File: src/rtl/level_meter_channel_arbiter_pkg.sv
// Shared meter definitions: default level width, channel index helpers and
// the fixed stereo channel numbering.
package level_meter_channel_arbiter_pkg;

    localparam int LEVEL_WIDTH = 16;

    localparam int CH_LEFT  = 0;
    localparam int CH_RIGHT = 1;

    // A single channel still needs one index bit so o_channel is never zero-width.
    function automatic int chan_bits(input int n);
        return (n > 1) ? $clog2(n) : 1;
    endfunction

endpackage

File: src/rtl/level_meter_channel_arbiter_select.sv
// Round-robin grant search: rotates req so ptr lands at bit 0, takes the lowest
// set bit, then un-rotates the offset back into a channel index.
module round_robin_select
    import level_meter_channel_arbiter_pkg::*;
#(
    parameter int n  = 2,
    parameter int pw = chan_bits(n)
) (
    input  logic [n-1:0]  req,
    input  logic [pw-1:0] ptr,
    output logic [n-1:0]  grant_onehot,
    output logic [pw-1:0] grant_index,
    output logic          any_grant
);

    logic [n-1:0]  rot;
    logic [pw-1:0] off;
    logic [pw:0]   sum;

    always_comb begin
        // Doubling req makes the shift behave as a rotate with no wrap logic.
        rot       = n'({req, req} >> ptr);
        any_grant = |req;
        off       = '0;
        for (int i = n - 1; i >= 0; i--) begin
            if (rot[i]) off = pw'(i);
        end
        sum = {1'b0, off} + {1'b0, ptr};
        if (sum >= (pw + 1)'(n)) grant_index = pw'(sum - (pw + 1)'(n));
        else                     grant_index = pw'(sum);
        grant_onehot = '0;
        for (int k = 0; k < n; k++) begin
            grant_onehot[k] = any_grant && (grant_index == pw'(k));
        end
    end

endmodule

File: src/rtl/level_meter_channel_arbiter.sv
// Shares one level consumer between several producers: round-robin grant with
// an enable mask, feeding a single registered output stage.
module level_meter_channel_arbiter
    import level_meter_channel_arbiter_pkg::*;
#(
    parameter int   width        = LEVEL_WIDTH,
    parameter int   channels     = 2,
    localparam int  channel_bits = chan_bits(channels)
) (
    input  logic                      clk,
    input  logic                      reset,
    input  logic [channels-1:0]       i_enable,
    input  logic [channels-1:0]       i_valid,
    output logic [channels-1:0]       i_ready,
    input  logic [channels*width-1:0] i_value,
    output logic                      o_valid,
    input  logic                      o_ready,
    output logic [channel_bits-1:0]   o_channel,
    output logic [width-1:0]          o_value
);

    logic [channel_bits-1:0] ptr;
    logic [channel_bits-1:0] grant_index;
    logic [channels-1:0]     req;
    logic [channels-1:0]     grant_onehot;
    logic                    any_grant;
    logic                    free;
    logic                    xfer;
    logic [width-1:0]        sel_value;

    assign req  = i_valid & i_enable;
    assign free = !o_valid || o_ready;
    assign xfer = any_grant && free;

    // Held low during reset so no producer believes a handshake completed.
    assign i_ready = (free && !reset) ? grant_onehot : '0;

    round_robin_select #(
        .n  (channels),
        .pw (channel_bits)
    ) u_select (
        .req          (req),
        .ptr          (ptr),
        .grant_onehot (grant_onehot),
        .grant_index  (grant_index),
        .any_grant    (any_grant)
    );

    always_comb begin
        sel_value = '0;
        for (int k = 0; k < channels; k++) begin
            if (grant_index == channel_bits'(k)) sel_value = i_value[k*width +: width];
        end
    end

    always_ff @(posedge clk or posedge reset) begin
        if (reset) begin
            o_valid   <= 1'b0;
            o_value   <= '0;
            o_channel <= '0;
            ptr       <= '0;
        end else if (xfer) begin
            o_valid   <= 1'b1;
            o_value   <= sel_value;
            o_channel <= grant_index;
            ptr       <= (grant_index == channel_bits'(channels - 1)) ? '0
                                                                      : grant_index + 1'b1;
        end else if (o_ready) begin
            o_valid   <= 1'b0;
        end
    end

endmodule
File: config.mk
export PLATFORM = sky130hd
export DESIGN_NAME = level_meter_channel_arbiter
export DESIGN_NICKNAME = d
export VERILOG_FILES = /design/src/rtl/level_meter_channel_arbiter_pkg.sv /design/src/rtl/level_meter_channel_arbiter_select.sv /design/src/rtl/level_meter_channel_arbiter.sv
export SDC_FILE = /design/constraint.sdc
export NUM_CORES = 1
export LEC_CHECK = 0
export BUFFER_PORTS_ARGS = -buffer_cell sky130_fd_sc_hd__buf_4
export CAP_MARGIN = 5
export CORE_ASPECT_RATIO = 0.8
export CORE_MARGIN = 2
export CORE_UTILIZATION = 44
export DETAILED_ROUTE_END_ITERATION = 8
export MAX_ROUTING_LAYER = met4
export PLACE_DENSITY = 0.83
export SLEW_MARGIN = 40
export SYNTH_ARGS = -nofsm -noshare
export SYNTH_HDL_FRONTEND = slang
export SYNTH_SLANG_ARGS = --single-unit
File: constraint.sdc
create_clock -name clk -period 2.5 [get_ports clk]
set_clock_uncertainty 0.1 [all_clocks]
set_input_delay 0.5 -clock clk [delete_from_list [all_inputs] [get_ports clk]]
set_output_delay 0.5 -clock clk [all_outputs]
set_load 0.1 [all_outputs]
==> impl_metrics.py, run 1 <==
metrics = {
    "worst_setup_path": {
        "crit_chain": "nor2b_4 > a311o_1 > nor2_4 > buf_4",
        "max_stage_delay_ns": 0.49,
        "crit_family": "flip-flops",
        "critPathKind": "reg2out",
        "slowest_stage": "dfrtp_4",
        "path_max_fanout": 3,
        "critPathArrivalTime_ns": 1.64,
        "path_buf_inv": 1,
        "end_kind": "output port",
        "cp.required_ns": 1.90,
        "cp-start-kind": "flip-flop",
    },
    "finish": {
        "drive_above_1_share": 0.5954,
        "post-route-util": 0.7338,
        "nets": 171,
        "synthToLayoutAreaGrowth_pct": 53.12,
        "final_area_um2": 1414,
        "antenna_cells": 0,
    },
    "place": {
        "dpl_cell_area_um2": 1388,
        "port_buffers": 58,
        "globalplace.congestion": 0.7632,
        "dp_hpwl_um": 1851,
    },
    "logic_synthesis": {
        "ys_seq_area_frac": 0.5149,
        "yosysWarnings": 0,
        "synth_top_flop_cell": "dfrtp_1",
        "synthAdderAreaFrac": 0,
        "synth.most_common_cell": "dfrtp_1",
        "synth_seq_cells": 19,
        "synth_top_family_by_area": "compound AO/OA/AOI/OAI gates",
        "synthesis.nets": 110,
        "muxShareOfSynthArea": 0,
        "synth_area_um2": 923.4,
        "synth.top_cell.area_share": 0.5149,
        "async_flop_share": 1.000,
        "synth-simple-area-share": 0.04743,
        "synthTopCellsByCount": "19 x dfrtp_1, 16 x o21bai_1, 9 x o221a_1, 7 x o221a_2",
        "yosysTopAreaCell": "dfrtp_1",
        "synth_area_leaders": "dfrtp_1 51%, o21bai_1 13%, o221a_1 11%",
        "ys_types": 18,
        "synth-compound-area-share": 0.3794,
        "synth_edf_count": 0,
        "avgSynthCellArea_um2": 13.01,
        "syn_inst": 71,
        "synthXorXnorAreaFrac": 0,
    },
    "sta": {
        "layout_min_cycle_time_ns": 2.241,
        "setup_viol": 0,
        "slew_violations": 0,
        "hold_viol_final": 0,
        "maxSlewHeadroom": 0.5441,
        "fin_hold_ws_ns": 0.2494,
        "post-route-period-util": 0.8963,
        "fmax_mhz": 446.3,
        "worstMarginPinSlew_ns": 0.6832,
        "rsz0062_at_grt": "false",
    },
    "grt": {
        "grt_max_degree": 20,
        "grt_overflow": 0,
        "grt_pass1_wl_um": 3995,
        "antenna_found_initial": 0,
        "grt_pass1_vias": 905,
        "track_usage": 0.2215,
    },
    "route": {
        "drtIter0Drc": 20,
        "vias": 858,
        "wl_per_cell_um": 16.09,
        "dr.pass1.iters": 4,
        "wl_um": 2494,
        "drc": 0,
        "final_antenna_net_count": 0,
        "viasPerCell": 5.535,
    },
    "die": {
        "io_pins": 59,
        "die_area_um2": 2483,
        "row_count": 14,
        "die_w_um": 55.22,
        "start_util": 0.4792,
        "core_area_um2": 1927,
        "die_h_um": 44.98,
    },
    "power_and_ir_drop": {
        "clkPwrFrac": 0.117,
        "p_per_area_nw_per_um2": 885.6,
        "power_switching_mw": 0.6335,
        "p_leak_nw": 0.6608,
        "seqPwrFrac": 0.316,
        "switching_share": 0.5059,
        "irDropWorstVdd_uv": 816.2,
        "p_int_mw": 0.6187,
        "power.share.combinational": 0.567,
    },
    "clock_network": {
        "cts_root_buf": "clkbuf_4",
        "cts.path.max_buffers": 2,
        "cts_setup_buffers": 0,
        "cts_made_buffers": 3,
        "cts_sinks": 19,
        "cts_tree": "yes",
        "ctsHoldBuffers": 0,
        "clk_latency_ns": 0.28,
        "cts.repair.resized": 0,
        "path_clk_slew_ns": 0.10,
        "htreeDepth": 1,
    },
    "hold_path": {
        "hold_class": "in2async",
    },
    "run": {
        "drv_cap": 0,
    },
    "outcome": {
        "status": "finished clean",
    },
}
[power by group through the flow]
stage	clock, mW	combinational (mW)	sequential (mW)
2_1_floorplan	0	0.139	0.798
3_3_place_gp	0	0.703	0.399
3_5_place_dp	0	0.713	0.400
4_1_cts	0.155	0.712	0.396
5_1_grt	0.171	0.731	0.403
6_report	0.146	0.710	0.396
[worst reg2reg max path: cells and delay by family (launching register included)]
kind / cells / cell delay, ns
buffers and inverters: 1 / 0.22
AND/OR/NAND/NOR: 1 / 0.13
AO/OA/AOI/OAI: 2 / 0.62
flip-flops: 1 / 0.49
[sequential cells by signal (all words and copies together), names as in the netlist]
signal and flops:
o_value 16, o_channel 1, o_valid 1, ptr 1
[cells by family (layout without fill, tap and decap cells)]
| kind of cell | count (synthesis) | count (layout) |
|---|---|---|
| AOI/OAI and AO/OA | 37 | 37 |
| buffers and inverters | 7 | 67 |
| DFF | 19 | 19 |
| and+or+nand+nor | 8 | 8 |
[cells in the final DEF (no fill, tap or decap), drive strengths merged]
cell type / Yosys / layout
buf: 4 / 62
dfrtp: 19 / 19
o21bai: 16 / 16
o221a: 16 / 16
clkbuf: 2 / 4
nand2: 3 / 3
nor2: 3 / 3
nor2b: 1 / 1
a311o: 1 / 1
or2b: 1 / 1
o2111ai: 1 / 1
a22oi: 1 / 1
o21a: 1 / 1
o21ai: 1 / 1
inv: 1 / 1
[layout make-up]
type                       count  area, um2
clock buffer                   4      26.28
fill                         132      513.0
inverter                       1      3.754
multi-input combinational     45      409.1
sequential                    19      479.2
tap                           24      30.03
timing repair buffer          62      465.4
[final timing paths]
path / from / end / slack (ns) / cells past startpoint
min: reset / o_channel$_DFFE_PP0P_ / 0.25 / 2
min reg2reg: o_channel$_DFFE_PP0P_ / o_channel$_DFFE_PP0P_ / 0.44 / 2
max in group asynchronous: reset / o_valid$_DFFE_PP0P_ / 1.55 / 2
max reg2reg: o_valid$_DFFE_PP0P_ / o_value[8]$_DFFE_PP0P_ / 0.84 / 4
max: o_valid$_DFFE_PP0P_ / i_ready[0] / 0.26 / 4
min in group clk: i_value[27] / o_value[11]$_DFFE_PP0P_ / 0.37 / 2
[metrics by stage]
stage / std cells / setup TNS [ns] / total power, mW / setup WS (ns)
floorplan: 71 / -0.02215 / 0.9364 / -0.02215
detailed placement: 151 / 0 / 1.113 / 0.4361
global route: 155 / 0 / 1.305 / 0.1897
finish: 155 / 0 / 1.252 / 0.2593
CTS: 155 / 0 / 1.264 / 0.2414
global placement: 151 / 0 / 1.102 / 0.4608
[metal layers]
metal | global-route usage | routed length [um]
met1 | 0.2322 | 1021
met2 | 0.4000 | 1260
met3 | 0.08309 | 198
met4 | 0.06341 | 13
met5 | - | 0
Note: power is estimated with default switching activity, not from simulation.
==> run 2, diff against run 1 <==
Settings changed: PLACE_DENSITY 0.83 to default, PLACE_DENSITY_LB_ADDON from default to 0.05.
==> run 2 against run 1 <==
  * First-iteration DRC count is 35% lower
  * Routed wire length is 3.1% higher
  * Final cell count stayed put
  * Hold slack worse by 0.0069 ns
  * Non-clock buffer count stayed put
  * Setup slack hardly changed
  * Core utilization is 0.065 points higher
  * Sequential power hardly changed
  * Via count is 1.7% higher
  * Design area hardly changed
  * Largest cell class unchanged
==> impl_metrics.py, run 2 (synthesis results as in run 1) <==
metrics = {
    "sta": {
        "maxSlewHeadroom": 0.5423,
        "rsz0062_at_grt": "false",
        "fin_hold_ws_ns": 0.2425,
        "layout_min_cycle_time_ns": 2.241,
        "fmax_mhz": 446.3,
        "post-route-period-util": 0.8963,
        "setup_viol": 0,
        "hold_viol_final": 0,
        "slew_violations": 0,
        "worstMarginPinSlew_ns": 0.6858,
    },
    "die": {
        "row_count": 14,
        "core_area_um2": 1927,
        "die_h_um": 44.98,
        "start_util": 0.4792,
        "die_w_um": 55.22,
        "die_area_um2": 2483,
        "io_pins": 59,
    },
    "route": {
        "final_antenna_net_count": 0,
        "wl_um": 2571,
        "viasPerCell": 5.632,
        "dr.pass1.iters": 4,
        "wl_per_cell_um": 16.59,
        "vias": 873,
        "drc": 0,
        "drtIter0Drc": 13,
    },
    "clock_network": {
        "cts_root_buf": "clkbuf_4",
        "htreeDepth": 1,
        "cts.path.max_buffers": 2,
        "cts.repair.resized": 0,
        "path_clk_slew_ns": 0.10,
        "ctsHoldBuffers": 0,
        "cts_setup_buffers": 0,
        "cts_made_buffers": 3,
        "cts_sinks": 19,
        "cts_tree": "yes",
        "clk_latency_ns": 0.29,
    },
    "grt": {
        "grt_max_degree": 20,
        "track_usage": 0.2305,
        "grt_pass1_vias": 907,
        "antenna_found_initial": 0,
        "grt_overflow": 0,
        "grt_pass1_wl_um": 4140,
    },
    "worst_setup_path": {
        "critPathArrivalTime_ns": 1.64,
        "reg2reg_to": "o_value[8]$_DFFE_PP0P_",
        "path_max_fanout": 3,
        "end_kind": "output port",
        "cp-start-kind": "flip-flop",
        "max_stage_delay_ns": 0.50,
        "cp.required_ns": 1.90,
        "critPathKind": "reg2out",
        "slowest_stage": "dfrtp_4",
        "reg2reg_slack_ns": 0.83,
        "crit_chain": "nor2b_4 > a311o_1 > nor2_4 > buf_4",
        "ff2ff_path_depth": 4,
        "reg2reg_from": "o_valid$_DFFE_PP0P_",
    },
    "place": {
        "dp_cells": 151,
        "globalplace.congestion": 0.7580,
        "port_buffers": 58,
        "dp_hpwl_um": 1868,
    },
    "finish": {
        "antenna_cells": 0,
        "top_register": "o_value",
        "largest_reg_flops": 16,
        "nets": 171,
        "drive_above_1_share": 0.6031,
        "synthToLayoutAreaGrowth_pct": 53.25,
        "fill_cells": 144,
        "final_cell_mix": "62 x buf_4, 18 x dfrtp_1, 16 x o21bai_1",
        "finalNonFillerCells": 155,
        "layout_commonest_cell": "buf_4",
    },
    "run": {
        "drv_cap": 0,
    },
    "power_and_ir_drop": {
        "p_int_mw": 0.6164,
        "power.share.combinational": 0.565,
        "power_switching_mw": 0.6415,
        "seqPwrFrac": 0.317,
        "p_per_area_nw_per_um2": 888.9,
        "clkPwrFrac": 0.117,
        "p_leak_nw": 0.6636,
        "switching_share": 0.5100,
        "irDropWorstVdd_uv": 562.2,
    },
    "hold_path": {
        "hold_class": "in2async",
    },
    "outcome": {
        "status": "finished clean",
    },
}
run 2: cell types whose count changed in the layout (fill, tap and decap cells not counted), sizes merged:
cell,previous run,this run
clkinv,0,1
clkbuf,4,3
run 2: per-stage QoR:
step	power (mW)	setup WS, ns	util	area (um2)	TNS (ns)
global route	1.310	0.2017	0.7344	1415	0
CTS	1.269	0.2397	0.7344	1415	0
finish	1.258	0.2594	0.7344	1415	0
floorplan	0.9364	-0.02215	-	942.2	-0.02215
detailed placement	1.115	0.4674	0.7201	1388	0
global placement	1.102	0.4650	0.7201	1388	0
run 2: cell type report:
class                   count  area [um2]  area share
clock inverters             1       5.005    0.003537
flip-flops and latches     19       479.2      0.3386
inverters                   1       3.754    0.002653
clock buffers               3       22.52     0.01592
repair buffers             62       465.4      0.3289
multi-input cells          45       409.1      0.2891
well taps                  24       30.03     0.02122
run 2: per-layer routing:
| layer | track usage | share of wire | up-vias |
|---|---|---|---|
| met5 | - | 0 | - |
| met4 | 0.07317 | 0.013 | 0 |
| met3 | 0.08596 | 0.086 | 4 |
| met2 | 0.3857 | 0.50 | 42 |
| met1 | 0.2630 | 0.40 | 427 |
| li1 | - | - | 400 |
run 2: power groups by stage:
stage	logic [mW]	clock network (mW)	registers (mW)
2_1_floorplan	0.139	0	0.798
3_3_place_gp	0.703	0	0.399
3_5_place_dp	0.712	0	0.403
4_1_cts	0.714	0.156	0.399
5_1_grt	0.734	0.169	0.407
6_report	0.711	0.148	0.399
run 2: how the worst max path moves through the flow:
stage | startpoint | to | slack (ns)
after floorplan | o_valid$_DFFE_PP0P_ | i_ready[0] | -0.02
after global placement | i_valid[0] | i_ready[0] | 0.46
after detailed placement | i_valid[0] | i_ready[0] | 0.47
after CTS | o_valid$_DFFE_PP0P_ | i_ready[0] | 0.24
after global routing | o_valid$_DFFE_PP0P_ | i_ready[0] | 0.20
final | o_valid$_DFFE_PP0P_ | i_ready[0] | 0.26
run 2: worst max-delay path: cells and delay by family, from the launching register on:
family / cells / cell delay (ns)
compound gates: 1 / 0.32
buf+inv: 1 / 0.28
flops: 1 / 0.50
simple gates: 2 / 0.25
